**src/rtl/uart_ctrl.sv**
```systemverilog
// Bus-side UART controller: TX/RX byte FIFOs, transmitter start/busy sequencing,
// and a DATA/STATUS/CTRL register file behind a single-ack bus handshake.
`timescale 1ns/1ps
module uart_ctrl #(
   parameter int FIFO_AW = 4
) (
   input  logic        clk,
   input  logic        rst,
   input  logic [31:0] bus_addr_i,
   input  logic [31:0] bus_data_i,
   output logic [31:0] bus_data_o,
   input  logic        bus_select_i,
   input  logic        bus_we_i,
   output logic        bus_ack_o,
   output logic        irq_o,
   output logic        tx_start_o,
   output logic [7:0]  tx_data_o,
   input  logic        tx_busy_i,
   input  logic        rx_ready_i,
   input  logic [7:0]  rx_data_i
);

   localparam int DEPTH = 1 << FIFO_AW;
   localparam logic [FIFO_AW:0]   FULL_CNT = {1'b1, {FIFO_AW{1'b0}}};
   localparam logic [FIFO_AW:0]   CNT_ONE  = 1;
   localparam logic [FIFO_AW-1:0] PTR_ONE  = 1;

   typedef enum logic [1:0] {B_IDLE, B_ACK, B_WAIT} bus_state_t;
   typedef enum logic [1:0] {T_IDLE, T_WBUSY, T_WDONE} tx_state_t;

   bus_state_t bus_state, bus_next;
   tx_state_t  tx_state, tx_next;

   logic [7:0]         tx_mem [DEPTH];
   logic [7:0]         rx_mem [DEPTH];
   logic [FIFO_AW-1:0] tx_wr_ptr, tx_rd_ptr, rx_wr_ptr, rx_rd_ptr;
   logic [FIFO_AW:0]   tx_count, rx_count;

   logic rx_ie, tx_ie, rx_overrun, tx_overflow;
   logic access, wr_data_acc, rd_data_acc, rd_status_acc, wr_ctrl_acc;
   logic tx_full, tx_nempty, rx_full, rx_nempty, tx_idle;
   logic tx_pop, tx_push_ok, rx_pop, rx_push_ok;
   logic [4:0]  status;
   logic [31:0] rdata;
   logic [1:0]  reg_sel;
   logic        unused_bits;

   assign unused_bits = ^{bus_addr_i[31:4], bus_addr_i[1:0], bus_data_i[31:8]};

   assign reg_sel       = bus_addr_i[3:2];
   assign access        = (bus_state == B_IDLE) && bus_select_i;
   assign wr_data_acc   = access && bus_we_i && (reg_sel == 2'd0);
   assign rd_data_acc   = access && !bus_we_i && (reg_sel == 2'd0);
   assign rd_status_acc = access && !bus_we_i && (reg_sel == 2'd1);
   assign wr_ctrl_acc   = access && bus_we_i && (reg_sel == 2'd2);

   assign tx_full   = (tx_count == FULL_CNT);
   assign tx_nempty = (tx_count != '0);
   assign rx_full   = (rx_count == FULL_CNT);
   assign rx_nempty = (rx_count != '0);
   assign tx_idle   = !tx_nempty && (tx_state == T_IDLE) && !tx_busy_i;
   assign status    = {tx_overflow, rx_overrun, tx_idle, !tx_full, rx_nempty};

   // A pop in the same cycle frees the slot a push would otherwise overflow
   assign tx_push_ok = wr_data_acc && (!tx_full || tx_pop);
   assign rx_pop     = rd_data_acc && rx_nempty;
   assign rx_push_ok = rx_ready_i && (!rx_full || rx_pop);

   always_comb begin
      rdata = '0;
      if (!bus_we_i) begin
         case (reg_sel)
            2'd0: if (rx_nempty) rdata = {24'd0, rx_mem[rx_rd_ptr]};
            2'd1: rdata = {27'd0, status};
            2'd2: rdata = {30'd0, tx_ie, rx_ie};
            default: rdata = '0;
         endcase
      end
   end

   always_comb begin
      bus_next = bus_state;
      case (bus_state)
         B_IDLE:  if (bus_select_i) bus_next = B_ACK;
         B_ACK:   bus_next = B_WAIT;
         B_WAIT:  if (!bus_select_i) bus_next = B_IDLE;
         default: bus_next = B_IDLE;
      endcase
   end

   always_comb begin
      tx_next = tx_state;
      tx_pop  = 1'b0;
      case (tx_state)
         T_IDLE: begin
            if (tx_nempty && !tx_busy_i) begin
               tx_pop  = 1'b1;
               tx_next = T_WBUSY;
            end
         end
         T_WBUSY: if (tx_busy_i) tx_next = T_WDONE;
         T_WDONE: if (!tx_busy_i) tx_next = T_IDLE;
         default: tx_next = T_IDLE;
      endcase
   end

   always_ff @(posedge clk or negedge rst) begin
      if (!rst) begin
         bus_state  <= B_IDLE;
         tx_state   <= T_IDLE;
         bus_ack_o  <= 1'b0;
         bus_data_o <= '0;
         tx_start_o <= 1'b0;
         tx_data_o  <= '0;
         irq_o      <= 1'b0;
      end else begin
         bus_state  <= bus_next;
         tx_state   <= tx_next;
         bus_ack_o  <= access;
         bus_data_o <= access ? rdata : '0;
         tx_start_o <= tx_pop;
         if (tx_pop) tx_data_o <= tx_mem[tx_rd_ptr];
         irq_o      <= (rx_ie && rx_nempty) || (tx_ie && tx_idle);
      end
   end

   always_ff @(posedge clk or negedge rst) begin
      if (!rst) begin
         rx_ie       <= 1'b0;
         tx_ie       <= 1'b0;
         rx_overrun  <= 1'b0;
         tx_overflow <= 1'b0;
      end else begin
         if (wr_ctrl_acc) begin
            rx_ie <= bus_data_i[0];
            tx_ie <= bus_data_i[1];
         end
         if (rd_status_acc) begin
            rx_overrun  <= 1'b0;
            tx_overflow <= 1'b0;
         end
         // A new loss event outranks the read-clear in the same cycle
         if (rx_ready_i && !rx_push_ok) rx_overrun <= 1'b1;
         if (wr_data_acc && !tx_push_ok) tx_overflow <= 1'b1;
      end
   end

   always_ff @(posedge clk or negedge rst) begin
      if (!rst) begin
         tx_wr_ptr <= '0;
         tx_rd_ptr <= '0;
         tx_count  <= '0;
         rx_wr_ptr <= '0;
         rx_rd_ptr <= '0;
         rx_count  <= '0;
      end else begin
         if (tx_push_ok) tx_wr_ptr <= tx_wr_ptr + PTR_ONE;
         if (tx_pop)     tx_rd_ptr <= tx_rd_ptr + PTR_ONE;
         case ({tx_push_ok, tx_pop})
            2'b10:   tx_count <= tx_count + CNT_ONE;
            2'b01:   tx_count <= tx_count - CNT_ONE;
            default: tx_count <= tx_count;
         endcase
         if (rx_push_ok) rx_wr_ptr <= rx_wr_ptr + PTR_ONE;
         if (rx_pop)     rx_rd_ptr <= rx_rd_ptr + PTR_ONE;
         case ({rx_push_ok, rx_pop})
            2'b10:   rx_count <= rx_count + CNT_ONE;
            2'b01:   rx_count <= rx_count - CNT_ONE;
            default: rx_count <= rx_count;
         endcase
      end
   end

   always_ff @(posedge clk) begin
      if (tx_push_ok) tx_mem[tx_wr_ptr] <= bus_data_i[7:0];
      if (rx_push_ok) rx_mem[rx_wr_ptr] <= rx_data_i;
   end

endmodule

```
**config.mk**
```make
export PLATFORM = sky130hd
export DESIGN_NAME = uart_ctrl
export DESIGN_NICKNAME = d
export VERILOG_FILES = /design/src/rtl/uart_ctrl.sv
export SDC_FILE = /design/constraint.sdc
export NUM_CORES = 1
export LEC_CHECK = 0
export ABC_AREA = 1
export BUFFER_PORTS_ARGS = -buffer_cell sky130_fd_sc_hd__buf_2
export CAP_MARGIN = 0
export CORE_ASPECT_RATIO = 0.5
export CORE_MARGIN = 4
export CORE_UTILIZATION = 41
export CTS_CLUSTER_DIAMETER = 40
export DETAILED_ROUTE_END_ITERATION = 8
export PLACE_DENSITY = 0.67
export SYNTH_ARGS = -nofsm -noshare
export SYNTH_HDL_FRONTEND = slang
export SYNTH_SLANG_ARGS = --single-unit
```
**constraint.sdc**
```tcl
create_clock -name clk -period 3.8 [get_ports clk]
set_input_delay 0.19 -clock clk [delete_from_list [all_inputs] [get_ports clk]]
set_output_delay 0.19 -clock clk [all_outputs]
set_load 0.005 [all_outputs]
```
# Yosys cells after proc, flatten, opt, wreduce, memory -nomap -nowiden
# Memories as Yosys holds them, arrays and structs flattened. A register that Yosys moved wholly into a read port is not among the register bits.
# Index checks and enable logic that the tools add are counted.
dict set report word_totals {
  out_inout_bits 43
  inputBits 78
  n_memories 2
  elab_cells 104
  ff_bits 69
  ram_bits 256
}
dict set report classes {
  mux 22
  n_eq_ne 17
  n_reduce_logical 39
  add_sub_neg 8
}
# name words word_bits read_ports rd_ports_with_merged_regs write_ports line_no
set memory_table {}
lappend memory_table {rx_mem 16 8 1 0 1 35} ;# logic [7:0] rx_mem [DEPTH];
lappend memory_table {tx_mem 16 8 1 1 1 34} ;# logic [7:0] tx_mem [DEPTH];
# operator count
set ops {}
lappend ops {{$pmux W32 S3} 1}
lappend ops {{$mux W32} 2}
lappend ops {{$pmux W5 S2} 2}
lappend ops {{$logic_and A1 B1 Y1} 17}
lappend ops {{$add A4 B1 Y4 const B} 4}
lappend ops {{$pmux W2 S3} 2}
lappend ops {{$add A5 B1 Y5 const B} 2}
lappend ops {{$eq A2 B1 Y1 const B} 5}
lappend ops {{$eq A2 B2 Y1 const B} 5}
lappend ops {{$eq A5 B5 Y1 const B} 2}
lappend ops {{$mux W2} 5}
lappend ops {{$reduce_bool A5 Y1} 2}
lappend ops {{$sub A5 B1 Y5 const B} 2}
lappend ops {{$mux W1} 9}
lappend ops {{$logic_not A1 Y1} 8}
lappend ops {{$mux W8} 1}
lappend ops {{$ne A2 B2 Y1 const B} 4}
lappend ops {{$reduce_bool A2 Y1} 4}
lappend ops {{$logic_not A2 Y1} 3}
lappend ops {{$logic_or A1 B1 Y1} 3}
lappend ops {{$reduce_and A3 Y1} 1}
lappend ops {{$ne A2 B1 Y1 const B} 1}
lappend ops {{$reduce_and A2 Y1} 1}

# Longest topological paths before layout
dict set report depth {
  ltp_word 10
  mapped_depth 18
  mapped_depth_nobuf 18
}

# Worst setup path before layout
# No wires, ideal clock.
dict set report synth_path {
  path_type {register to register}
  start {register rx_count[1]}
  end {register rx_count[4]}
  arrival_ns 2.216
  setup_time_ns 0.118
  path_stages_with_launch 16
  required_time_ns 3.682
  synth_period_minus_slack_ns 2.334
  n_path_buf 0
  setup_slack_ns 1.466
  path_cell_list {dfrtp_1 -> nor4_4 -> nand2_2 -> nand2_2 -> inv_2 -> nand2_2 -> inv_1 -> ha_1 -> nand2_1 -> nor2_1 -> a211oi_1 -> nand2_1 -> nand2_1 -> nand2_1 -> xor2_1 -> inv_1}
}
dict set report synth_via {
  elab_chain_len 6
  elab_cells_between_ends 12
  classes_between {add/sub: 2; eq/ne: 3; mux: 1; reduce/logical: 6}
}
# element line_no
set synth_rtl {}
lappend synth_rtl {{start: declaration} 37} ;# logic [FIFO_AW:0] tx_count, rx_count;
lappend synth_rtl {{start signal: assignment} 167} ;# 2'b10: rx_count <= rx_count + CNT_ONE;
lappend synth_rtl {{start signal: assignment} 168} ;# 2'b01: rx_count <= rx_count - CNT_ONE;
lappend synth_rtl {{start signal: assignment} 169} ;# default: rx_count <= rx_count;
lappend synth_rtl {{$eq A5 B5 Y1 / $reduce_bool A5 Y1 (equally long branches)} {59, 60}}
lappend synth_rtl {{$logic_not A1 Y1 / $logic_and A1 B1 Y1 (equally long branches)} {67, 66}}
lappend synth_rtl {{$logic_or A1 B1 Y1} 67} ;# assign rx_push_ok = rx_ready_i && (!rx_full || rx_pop);
lappend synth_rtl {{$logic_and A1 B1 Y1} 67}
lappend synth_rtl {{$eq A2 B1 Y1 / $eq A2 B2 Y1 (equally long branches)} 166} ;# case ({rx_push_ok, rx_pop})
lappend synth_rtl {{$pmux W5 S2 / $reduce_bool A2 Y1 (equally long branches)} --}
# Parallel ways exist; a longest one is shown, timed or not.
# A chain may end at the register's enable or synchronous reset.

# Worst setup path in the final report
# Ends and elaborated chain as after synthesis.

==> summary.txt <==
Critical path
  – Crit path top cell by count: nand2_1
  – Critical Path RT: 4.21 ns
  – CP Cell Sequence: nor4_4, nand2_2, nand2_2, inv_2, nand2_2, inv_1, ha_1, nand2_1, nor2_1, a211oi_1, nand2_1, nand2_1, nand2_1, xor2_1, inv_1
  – CP Capture Type: register
  – Startpoint Class: register
  – Reg-to-Reg End: rx_count[4]
  – CP max stage cell: dfrtp_1
  – Critical path peak fanout: 8
  – Worst reg2reg path startpoint: rx_count[1]
  – Slowest cell delay on critical path: 0.44 ns
  – Worst reg-to-reg path cell count: 15
  – Setup Crit Path Kind: reg -> reg
  – R2r setup slk: 1.11 ns
  – Data arrival, critical path: 3.09 ns

Power and ir drop
  – Pwr dens: 736.1 mW/mm2
  – Internal power consumption: 6.953 mW
  – Clk pwr share: 0.306
  – Comb pwr share: 0.283
  – Switching portion of total power: 0.3484
  – Peak supply drop: 0.2838 mV
  – Reg power frac: 0.411
  – Lkg Pwr: 5.143 nW
  – Switch Pwr: 3.717 mW

STA
  – RSZ-0062 raised after global routing: false
  – Setup_tns: 0 ns
  – Layout Skew: 0.01263 ns
  – Slew Limit Fails: 0
  – Count of final setup violators: 0
  – Worst slew pin tran: 1.050 ns
  – Worst hold slack: 0.02456 ns
  – Relative slew margins: 0.2991
  – Min cycle time layout: 2.689 ns
  – Achievable Freq: 371.9 MHz
  – Fin. Hold Viols: 0
  – Period Utilization, post-route: 0.7077

Yosys
  – Async SR Flop Fraction: 0.1715
  – Sequential fraction of the synthesis area: 0.7015
  – Post-synthesis register bit count: 309
  – EDFF count, synth: 256
  – Mapped Cells: 1041
  – Post-synth top flop: edfxtp_1
  – Unique masters post-synth: 41
  – Warnings, synthesis: 0
  – Post-Syn Area: 0.01285 mm2
  – Avg Cell Area, Syn: 12.34 um2

Drt
  – Avg WL per Cell: 18.24 um
  – Detail Route Antenna Nets: 0
  – Via count: 8080
  – Via density: 5.288
  – Pre-antenna DRT Iters: 5
  – Detailed-route wire length: 27880 um
  – # DRC: 0
  – DR iter-0 viols: 588

Worst hold path
  – Min-delay src: rx_ready_i
  – Hold Path Class: in -> reg
  – End of the worst hold path: rx_wr_ptr[0]
  – WHS Path Cells: 3

Clocking
  – Clk_lat worst skew: 0.52 ns
  – Max Root-Sink Buffers: 3
  – Cts bufs inserted: 34
  – TritonCTS Sinks: 309
  – # Post-CTS Setup Buffers: 0
  – PostCTS Resize Cnt: 0
  – # H-tree levels: 2
  – CTS tree: built
  – Clock slew at reported path FFs: 0.06 ns
  – Clk root buf: clkbuf_16

GRT
  – Global route overflow: 0
  – Initial antenna violation count: 1
  – Vias in the first global route: 7933
  – GRT Overall Usage: 0.1596
  – First-pass GRT wire length: 43170 um
  – Largest net degree at the start of global routing: 67

Final layout
  – Area Growth Syn to Fin: 12.82%
  – Commonest non-fill, non-tap cell in the layout: edfxtp_1
  – ANT cells: 0
  – FILL cells: 2700
  – Most frequent cells in the layout: edfxtp_1 (256), nor2_1 (183), o21ai_0 (134), nand2_1 (81), dfrtp_1 (51)
  – Final net count: 1173
  – Layout cells sized above 1: 0.1186

Die
  – Core area: 0.03057 mm2
  – DIE AREA: 0.03441 mm2
  – Initial core utilization: 0.4203
  – Die width: 258.4 um
  – Die Ht: 133.2 um
  – Ports: 121
  – Row count: 45

Place
  – Dpl hpwl: 17030 um
  – GP Congestion: 0.7913
  – IO buf count: 42

Outcome
  – Outcome: finished clean

Run
  – Total of max-cap violations: 0
## routing by layer
metal,track usage,vias up,part of all wire
li1,-,3798,-
met3,0.03001,48,0.057
met2,0.2817,240,0.50
met1,0.2003,3992,0.42
met5,0,-,0.00025
met4,0.05329,2,0.021
## Yosys cell counts (4+ instances only)
| cell type | count | share of area |
|---|---|---|
| edfxtp_1 | 256 | 0.60 |
| nor2_1 | 183 | 0.053 |
| o21ai_0 | 134 | 0.052 |
| nand2_1 | 81 | 0.024 |
| dfrtp_1 | 53 | 0.10 |
| inv_1 | 42 | 0.012 |
| o22ai_1 | 34 | 0.017 |
| clkbuf_1 | 26 | 0.0076 |
| buf_4 | 25 | 0.015 |
| nand3_1 | 24 | 0.0093 |
| o221ai_1 | 24 | 0.016 |
| a21oi_1 | 23 | 0.0090 |
| o211ai_1 | 21 | 0.012 |
| buf_2 | 20 | 0.0078 |
| xor2_1 | 16 | 0.011 |
| ha_1 | 15 | 0.015 |
| nand2_2 | 10 | 0.0049 |
| a31oi_1 | 8 | 0.0039 |
| buf_1 | 4 | 0.0012 |
| nand4_1 | 4 | 0.0019 |
| nor3_1 | 4 | 0.0016 |
## kinds of logic (layout without fill, tap and decap cells)
logic type               count (synthesis)  count (layout)  share of synthesized area
AND/OR/NAND/NOR                        316             316                     0.1048
flip-flops                             309             309                     0.7015
AO/OA/AOI/OAI                          255             255                     0.1170
buffers and inverters                  124             165                    0.04567
XOR/XNOR                                18              18                    0.01285
adder cells (fa/ha/maj)                 16              16                    0.01617
multiplexers                             2               2                   0.001753
other                                    1              24                  0.0002919
## power groups by stage
stage / sequential (mW) / combinational, mW / clock [mW]
after CTS: 4.38 / 3.03 / 3.33
final: 4.39 / 3.02 / 3.26
after global routing: 4.43 / 3.38 / 3.47
after detailed placement: 4.45 / 3.01 / 0
after global placement: 4.43 / 2.90 / 0
after floorplan: 4.30 / 2.27 / 0
## registers in the layout (all words and copies together), names as in the netlist, 5 cells and up
register    cells
bus_data_o      8
rx_count        5
rx_mem        128
tx_count        5
tx_data_o       8
tx_mem        128
## worst max-delay path: cells and delay by family, from the launching register on
kind,cells,cell delay [ns]
simple gates,9,1.15
flops,1,0.44
fa+ha+maj,1,0.35
compound gates,1,0.29
buf+inv,3,0.26
xor+xnor,1,0.12
## per-stage QoR
step	setup WS [ns]	utilization	area, um2	std cells	power [mW]
6_report	1.111	0.4742	14500	1528	10.67
5_1_grt	0.7775	0.4742	14500	1528	11.29
4_1_cts	1.080	0.4742	14500	1528	10.75
3_5_place_dp	1.110	0.4365	13340	1463	7.465
3_3_place_gp	1.175	0.4365	13340	1463	7.331
2_1_floorplan	1.466	-	12930	1064	6.572
## what timing repair did
| item | 4_1_cts | 5_1_grt |
|---|---|---|
| endpoints found under the setup margin | 0 | 0 |
| hold buffers | 3 | 0 |
| endpoints found under the hold margin | 17 | 0 |
## worst max path at each step
stage                      startpoint     endpoint  depth (start not counted)
final                     rx_count[1]  rx_count[4]                         15
after global routing      rx_count[1]  rx_count[4]                         15
after CTS                 rx_count[1]  rx_count[4]                         15
after detailed placement  rx_count[1]  rx_count[4]                         15
after global placement    rx_count[1]  rx_count[4]                         15
after floorplan           rx_count[1]  rx_count[4]                         15
## area by class of cell
class,count,area [um2],area share
inverter,49,186.4,0.01286
clock buffer,45,955.9,0.06594
sequential,309,9016,0.6220
multi-input combinational,631,3334,0.2300
timing repair buffer,54,307.8,0.02123
tap,423,529.3,0.03651
clock inverter,17,166.4,0.01148
Note: power is estimated with default switching activity, not from simulation.
